File: config.mk
export PLATFORM = sky130hd
export DESIGN_NAME = wave_capture
export DESIGN_NICKNAME = d
export VERILOG_FILES = /design/src/rtl/wave_capture.sv
export SDC_FILE = /design/constraint.sdc
export NUM_CORES = 2
export LEC_CHECK = 0
export CAP_MARGIN = 20
export CORE_MARGIN = 2
export CORE_UTILIZATION = 50
export DETAILED_ROUTE_END_ITERATION = 12
export GPL_ROUTABILITY_DRIVEN = 1
export GPL_TIMING_DRIVEN = 0
export PLACE_DENSITY = 0.65
export SLEW_MARGIN = 30
export SYNTH_ARGS = -nofsm -noshare
export SYNTH_HDL_FRONTEND = slang
export SYNTH_SLANG_ARGS = --single-unit
File: constraint.sdc
create_clock -name ad_clk -period 14.3 [get_ports ad_clk]
set_clock_uncertainty 0.2 [all_clocks]
set_input_delay 2.145 -clock ad_clk [delete_from_list [all_inputs] [get_ports ad_clk]]
set_output_delay 2.145 -clock ad_clk [all_outputs]
set_load 0.01 [all_outputs]
File: src/rtl/wave_capture.sv
`default_nettype none
// ============================================================================
//  Module      : wave_capture
//  Description : Trigger-and-capture record buffer for the oscilloscope
//                datapath. Decimated samples stream into a circular buffer.
//                A hysteresis-qualified edge trigger (normal, auto or single
//                mode) freezes a DEPTH-sample record holding PRE_TRIG samples
//                before the trigger. The frozen record is read back by
//                trigger-relative index.
//  Revision    : 1.0 - initial release
// ----------------------------------------------------------------------------
//  Ports
//    ad_clk        in   clock for the whole block
//    rst_n         in   asynchronous active-low reset
//    din           in   decimated sample (DATA_W)
//    din_valid     in   sample strobe
//    run           in   acquisition enable (level)
//    arm           in   single-mode arm pulse (used in IDLE only)
//    trig_mode     in   0 normal, 1 auto, 2 single, 3 normal
//    trig_edge     in   0 rising, 1 falling, 2/3 either
//    trig_level    in   trigger threshold (DATA_W)
//    rd_done       in   reader releases the frozen record
//    rd_en         in   read strobe
//    rd_idx        in   trigger-relative read index (ADDR_W)
//    rd_data       out  read data, 1 cycle after rd_en
//    rd_oor        out  rd_idx was >= DEPTH
//    capture_done  out  a record is frozen and readable
//    trig_forced   out  the record was closed by the auto timeout
//    busy          out  acquisition in progress
// ============================================================================
module wave_capture #(
    parameter int DATA_W   = 8,
    parameter int DEPTH    = 300,
    parameter int ADDR_W   = 9,
    parameter int PRE_TRIG = 150,
    parameter int HYST     = 4,
    parameter int TIMEOUT  = 1024
) (
    input  logic              ad_clk,
    input  logic              rst_n,
    input  logic [DATA_W-1:0] din,
    input  logic              din_valid,
    input  logic              run,
    input  logic              arm,
    input  logic [1:0]        trig_mode,
    input  logic [1:0]        trig_edge,
    input  logic [DATA_W-1:0] trig_level,
    input  logic              rd_done,
    input  logic              rd_en,
    input  logic [ADDR_W-1:0] rd_idx,
    output logic [DATA_W-1:0] rd_data,
    output logic              rd_oor,
    output logic              capture_done,
    output logic              trig_forced,
    output logic              busy
);

    localparam int TO_W = $clog2(TIMEOUT + 1);

    localparam logic [ADDR_W-1:0] c_addr_one  = ADDR_W'(1);
    localparam logic [ADDR_W-1:0] c_last_addr = ADDR_W'(DEPTH - 1);
    localparam logic [ADDR_W-1:0] c_pre_last  = ADDR_W'(PRE_TRIG - 1);
    localparam logic [ADDR_W-1:0] c_post_load = ADDR_W'(DEPTH - PRE_TRIG - 1);
    localparam logic [TO_W-1:0]   c_to_one    = TO_W'(1);
    localparam logic [TO_W-1:0]   c_to_last   = TO_W'(TIMEOUT - 1);
    localparam logic [TO_W-1:0]   c_to_max    = TO_W'(TIMEOUT);
    localparam logic [ADDR_W+1:0] c_depth_x   = (ADDR_W + 2)'(DEPTH);
    localparam logic [ADDR_W+1:0] c_rd_off    = (ADDR_W + 2)'(DEPTH - PRE_TRIG);
    localparam logic [DATA_W:0]   c_hyst_x    = (DATA_W + 1)'(HYST);
    localparam logic [DATA_W:0]   c_data_max  = {1'b0, {DATA_W{1'b1}}};
    localparam logic [1:0]        c_mode_auto   = 2'd1;
    localparam logic [1:0]        c_mode_single = 2'd2;
    localparam logic [1:0]        c_edge_rise   = 2'd0;
    localparam logic [1:0]        c_edge_fall   = 2'd1;

    typedef enum logic [2:0] {
        S_IDLE      = 3'd0,
        S_PRE_FILL  = 3'd1,
        S_ARMED     = 3'd2,
        S_POST_FILL = 3'd3,
        S_DONE      = 3'd4
    } state_t;

    state_t              r_state;
    logic [DATA_W-1:0]   r_mem [DEPTH];
    logic [ADDR_W-1:0]   r_wr_addr;
    logic [ADDR_W-1:0]   r_trig_addr;
    logic [ADDR_W-1:0]   r_pre_cnt;
    logic [ADDR_W-1:0]   r_post_cnt;
    logic [TO_W-1:0]     r_to_cnt;
    logic                r_below;
    logic                r_above;
    logic                r_forced;
    logic                r_busy;
    logic                r_trig_forced;
    logic                r_capture_done;
    logic [DATA_W-1:0]   r_rd_data;
    logic                r_rd_oor;

    logic                w_wr;
    logic                w_single;
    logic                w_auto;
    logic [DATA_W:0]     w_level_x;
    logic [DATA_W:0]     w_din_x;
    logic [DATA_W:0]     w_lo;
    logic [DATA_W:0]     w_hi_sum;
    logic [DATA_W:0]     w_hi;
    logic                w_set_below;
    logic                w_clr_below;
    logic                w_set_above;
    logic                w_clr_above;
    logic                w_rise;
    logic                w_fall;
    logic                w_trig;
    logic                w_force;
    logic [ADDR_W+1:0]   w_phys_sum;
    logic [ADDR_W+1:0]   w_phys_1;
    logic [ADDR_W+1:0]   w_phys_2;
    logic                w_oor;

    // ------------------------------------------------------------------
    // Trigger qualification
    // ------------------------------------------------------------------
    always_comb begin
        w_single  = (trig_mode == c_mode_single);
        w_auto    = (trig_mode == c_mode_auto);
        w_level_x = {1'b0, trig_level};
        w_din_x   = {1'b0, din};

        // Thresholds one bit wider than the data so they saturate cleanly.
        w_lo     = (w_level_x > c_hyst_x) ? (w_level_x - c_hyst_x) : '0;
        w_hi_sum = w_level_x + c_hyst_x;
        w_hi     = (w_hi_sum > c_data_max) ? c_data_max : w_hi_sum;

        w_set_below = (w_din_x < w_lo);
        w_clr_below = (din >= trig_level);
        w_set_above = (w_din_x > w_hi);
        w_clr_above = (din <= trig_level);

        // Edge detection uses the flags as they were before this sample.
        w_rise = r_below && w_clr_below;
        w_fall = r_above && w_clr_above;

        case (trig_edge)
            c_edge_rise: w_trig = w_rise;
            c_edge_fall: w_trig = w_fall;
            default:     w_trig = w_rise || w_fall;
        endcase

        w_force = w_auto && (r_to_cnt >= c_to_last);

        // A write happens only while acquiring; the abort cycle and an empty
        // post-trigger count do not write.
        w_wr = din_valid && run &&
               ((r_state == S_PRE_FILL) || (r_state == S_ARMED) ||
                ((r_state == S_POST_FILL) && (r_post_cnt != '0)));
    end

    // ------------------------------------------------------------------
    // Control state machine
    // ------------------------------------------------------------------
    always_ff @(posedge ad_clk or negedge rst_n) begin
        if (!rst_n) begin
            r_state        <= S_IDLE;
            r_wr_addr      <= '0;
            r_trig_addr    <= '0;
            r_pre_cnt      <= '0;
            r_post_cnt     <= '0;
            r_to_cnt       <= '0;
            r_below        <= 1'b0;
            r_above        <= 1'b0;
            r_forced       <= 1'b0;
            r_busy         <= 1'b0;
            r_trig_forced  <= 1'b0;
            r_capture_done <= 1'b0;
        end else begin
            if (din_valid) begin
                if (w_set_below) begin
                    r_below <= 1'b1;
                end else if (w_clr_below) begin
                    r_below <= 1'b0;
                end
                if (w_set_above) begin
                    r_above <= 1'b1;
                end else if (w_clr_above) begin
                    r_above <= 1'b0;
                end
            end

            if (w_wr) begin
                r_wr_addr <= (r_wr_addr == c_last_addr) ? '0 : (r_wr_addr + c_addr_one);
            end

            // Status outputs are decodes of the current state register, so
            // they follow a state change by one cycle.
            r_busy        <= (r_state == S_PRE_FILL) || (r_state == S_ARMED) ||
                             (r_state == S_POST_FILL);
            r_trig_forced <= r_forced;

            case (r_state)
                S_IDLE: begin
                    if (run && (!w_single || arm)) begin
                        r_state   <= S_PRE_FILL;
                        r_pre_cnt <= '0;
                        r_forced  <= 1'b0;
                    end
                end

                S_PRE_FILL: begin
                    if (!run) begin
                        r_state <= S_IDLE;
                    end else if (din_valid) begin
                        if (r_pre_cnt == c_pre_last) begin
                            r_state  <= S_ARMED;
                            r_to_cnt <= '0;
                        end else begin
                            r_pre_cnt <= r_pre_cnt + c_addr_one;
                        end
                    end
                end

                S_ARMED: begin
                    if (!run) begin
                        r_state <= S_IDLE;
                    end else if (din_valid) begin
                        if (w_trig || w_force) begin
                            r_state     <= S_POST_FILL;
                            r_trig_addr <= r_wr_addr;
                            r_post_cnt  <= c_post_load;
                            // A real edge on the timeout sample wins.
                            r_forced    <= !w_trig;
                        end else if (r_to_cnt != c_to_max) begin
                            r_to_cnt <= r_to_cnt + c_to_one;
                        end
                    end
                end

                S_POST_FILL: begin
                    if (!run) begin
                        r_state <= S_IDLE;
                    end else if (r_post_cnt == '0) begin
                        r_state        <= S_DONE;
                        r_capture_done <= 1'b1;
                    end else if (din_valid) begin
                        r_post_cnt <= r_post_cnt - c_addr_one;
                        if (r_post_cnt == c_addr_one) begin
                            r_state        <= S_DONE;
                            r_capture_done <= 1'b1;
                        end
                    end
                end

                S_DONE: begin
                    if (rd_done) begin
                        r_capture_done <= 1'b0;
                        if (!w_single && run) begin
                            r_state   <= S_PRE_FILL;
                            r_pre_cnt <= '0;
                            r_forced  <= 1'b0;
                        end else begin
                            r_state <= S_IDLE;
                        end
                    end
                end

                default: begin
                    r_state        <= S_IDLE;
                    r_capture_done <= 1'b0;
                end
            endcase
        end
    end

    // ------------------------------------------------------------------
    // Sample storage
    // ------------------------------------------------------------------
    always_ff @(posedge ad_clk) begin
        if (w_wr) begin
            r_mem[r_wr_addr] <= din;
        end
    end

    // ------------------------------------------------------------------
    // Trigger-relative read path
    // ------------------------------------------------------------------
    always_comb begin
        // Oldest sample sits PRE_TRIG slots before the trigger; adding
        // DEPTH - PRE_TRIG keeps the sum non-negative. For in-range indices
        // the sum is below 3*DEPTH, so two subtractions fold it back.
        w_phys_sum = {2'b00, r_trig_addr} + c_rd_off + {2'b00, rd_idx};
        w_phys_1   = (w_phys_sum >= c_depth_x) ? (w_phys_sum - c_depth_x) : w_phys_sum;
        w_phys_2   = (w_phys_1 >= c_depth_x) ? (w_phys_1 - c_depth_x) : w_phys_1;
        w_oor      = ({2'b00, rd_idx} >= c_depth_x);
    end

    always_ff @(posedge ad_clk or negedge rst_n) begin
        if (!rst_n) begin
            r_rd_data <= '0;
            r_rd_oor  <= 1'b0;
        end else if (rd_en) begin
            r_rd_oor  <= w_oor;
            r_rd_data <= w_oor ? '0 : r_mem[w_phys_2[ADDR_W-1:0]];
        end
    end

    assign rd_data      = r_rd_data;
    assign rd_oor       = r_rd_oor;
    assign capture_done = r_capture_done;
    assign trig_forced  = r_trig_forced;
    assign busy         = r_busy;

endmodule
`default_nettype wire

==> impl_metrics.ini <==
[status]
status = complete, no violations

[sta]
drv_slew = 0
tns_ns = 0
fin_crit_ns = 13.17
setup_viol = 0
relSlewSlack_pct = 21.4
fin_crit_sh_pct = 92.1
hold_viol_final = 0
tightest_slew_ns = 1.18
grt_setup_unrepaired = false
clock.fmax_mhz = 75.9
fin_hold_ws_ns = 0.268

[setup_path]
timing.rr.start = r_trig_addr[1]
r2r_slack_ns = 2.56
cp_slowest_cell = nor2_1
ff2ff_path_depth = 32
cp-start-kind = primary input
arrival_ns = 13.75
critPathCaptureType = register
required_ns = 14.89
r2r-end = rd_data[0]
critPathKind = primary input to register
slowest_delay_ns = 1.02
cp_max_fo = 10

[clock_network]
cts_resized = 0
h-tree-depth = 4
clkSinkCount = 2465
cts_tree = done
cts_root_buf = clkbuf_16
ctsHoldBuffers = 0
postCtsSetupBuffers = 0
clk_latency_ns = 0.93
clkTransAtPathRegs_ns = 0.06
clock_path_buffers = 3
tritoncts.num_buffers = 239

[route]
via_per_inst = 6.88
firstDrtPassIters = 8
vias = 59700
routed_wirelength_um = 351000
drc = 0
drtIter0Drc = 10300
wl_per_cell_um = 40.5
final_antenna_net_count = 0

[synth]
synth.top_cells.by_area = edfxtp_1, mux4_2, dfrtp_1
synth_area_per_cell_sq_um = 18.6
syn_inst = 5446
ys_seq_elements = 2465
synth_cell_type_count = 96
yosysTopAreaCell = edfxtp_1
ys_seq_area_share_pct = 72.9
synth_nets = 5539
syn_area_sq_um = 101000
synth_edf_count = 2400
ys.flop_type = edfxtp_1
synth_top_area_share_pct = 71.2
ys_warn_count = 0
ys_async_sr_fraction_pct = 2.64

[floorplan]
top_level_ports = 48
placementRows = 165
initial_core_util_pct = 50.2
core_sq_um = 202000
dieArea_sq_um = 206000
fp.dieW_um = 454
die_h_um = 454

[min_path]
hold_end = trig_forced
holdCritPathClass = register to register
min_path_cells = 0
hp-start = r_forced

[global_routing]
grt_pass1_wl_um = 472000
overflow = 0
antenna_found_initial = 30
grt_pass1_vias = 56900
grt_use_total_pct = 34.1
grt_start_max_net_pins = 121

[finish]
ff_latch_area_sq_um = 73700
fill_cells = 15000
area_growth_pct = 13.3
stdcell_count = 8673
multi_input_area_sq_um = 26100
fin_nets = 5881
drive_above_1_share_pct = 23.7

[place]
gp_congestion = 1.07
place_inst = 8219
dp_hpwl_um = 245000
portBuffers = 44

[run]
maxCapViolations = 0
## logic make-up (layout without fill, tap and decap cells)
| logic type | count (synthesis) | after routing | synth area share (%) |
|---|---|---|---|
| adders and majority gates | 57 | 57 | 0.712 |
| DFF | 2465 | 2465 | 72.9 |
| xor gates and xnor gates | 32 | 32 | 0.299 |
| and+or+nand+nor | 1194 | 1194 | 5.32 |
| muxes | 715 | 715 | 14.9 |
| buffers and inverters | 385 | 930 | 1.63 |
| other | 0 | 10 | 0 |
| AOI/OAI and AO/OA | 598 | 598 | 4.32 |
## worst max path at each step
stage                         start          to  slack (ns)  cells after the start
after floorplan           rd_idx[1]  rd_data[6]        5.58                     33
after global placement       din[1]  r_state[1]       -1.17                     15
final                     rd_idx[1]  rd_data[0]        1.13                     33
after CTS                 rd_idx[1]  rd_data[0]        1.35                     33
after global routing      rd_idx[1]  rd_data[0]        1.42                     33
after detailed placement  rd_idx[1]  rd_data[0]        0.47                     33
## metal layers
| layer | GRT usage (%) | wire, um | vias to the layer above |
|---|---|---|---|
| met5 | 0 | 147 | - |
| met1 | 45.4 | 126000 | 31300 |
| met3 | 11.3 | 47100 | 889 |
| met4 | 19.9 | 24300 | 16 |
| met2 | 49.2 | 153000 | 4396 |
| li1 | - | - | 23100 |
## state kept, by name, summed over array words and instances, names as in the netlist, 3 cells and up
| name | flops |
|---|---|
| r_wr_addr | 9 |
| r_trig_addr | 9 |
| rd_data | 8 |
| r_mem | 2400 |
| r_post_cnt | 9 |
| r_pre_cnt | 9 |
| r_state | 3 |
| r_to_cnt | 11 |
## cells in the mapped netlist, drive strengths merged, types with 10 or more instances
cell type,number
edfxtp,2400
mux4,625
nor2,416
nand2,393
clkbuf,175
buf,163
a21oi,94
o21ai,85
nand3,76
o22ai,75
nor3,69
dfrtp,65
ha,56
nand4,50
and3,48
inv,47
mux2,47
mux2i,43
a211oi,36
o221ai,36
a221oi,30
a311oi,24
nor4,24
o211ai,21
nand2b,20
or3,19
nor2b,18
xnor2,18
a31oi,16
a21o,15
a32oi,15
o2111ai,14
xor2,14
a22oi,13
and2,13
a32o,11
o21a,11
a311o,10
o31ai,10
o41ai,10
## final cells by class
type,instances,area share [%]
antenna,10,0.0218
buffer,338,1.41
clock buffer,281,5.40
clock inverter,163,1.37
inverter,47,0.156
multi-input combinational,2596,22.8
sequential,2465,64.3
tap,2672,2.92
timing repair buffer,101,1.64
## cell usage in the layout, fill, tap and decap left out, types with 19 or more instances in the layout
cell type	netlist	layout
mux2_2	47	47
nor2_1	413	370
a211oi_1	32	31
nor4_1	24	24
buf_16	0	42
o21ai_0	78	72
clkbuf_2	0	79
nor2_2	2	44
clkdlybuf4s50_1	0	35
inv_1	46	46
dfrtp_1	65	65
nor3_1	67	64
clkbuf_1	175	137
nand2_1	392	388
clkinv_2	0	49
bufinv_16	0	21
and3_1	47	47
a311oi_1	23	23
buf_2	91	124
o22ai_1	75	75
mux2i_1	43	43
ha_1	56	56
o221ai_1	35	35
a21oi_1	88	88
nand4_1	50	50
clkinv_1	0	58
mux4_2	625	625
a221oi_1	30	30
edfxtp_1	2400	2400
o211ai_1	19	19
nand2b_1	20	20
clkbuf_16	0	240
or3_1	19	19
nand3_1	76	64
## metrics by stage
stage	cell area [sq um]	utilization [%]	setup WS, ns
2_1_floorplan	101000	-	5.58
3_3_place_gp	105000	52.0	-1.17
3_5_place_dp	107000	52.9	0.475
4_1_cts	115000	56.8	1.35
5_1_grt	115000	56.8	1.42
6_report	115000	56.8	1.13
## worst max-delay path: cells and delay by family
family	cells	cell delay, ns
buf+inv	12	3.00
simple gates	8	3.57
compound gates	8	2.97
fa+ha+maj	5	2.02
Power is not shown: default switching activity piles up to over one toggle a cycle in this logic, so the estimate is an artifact.
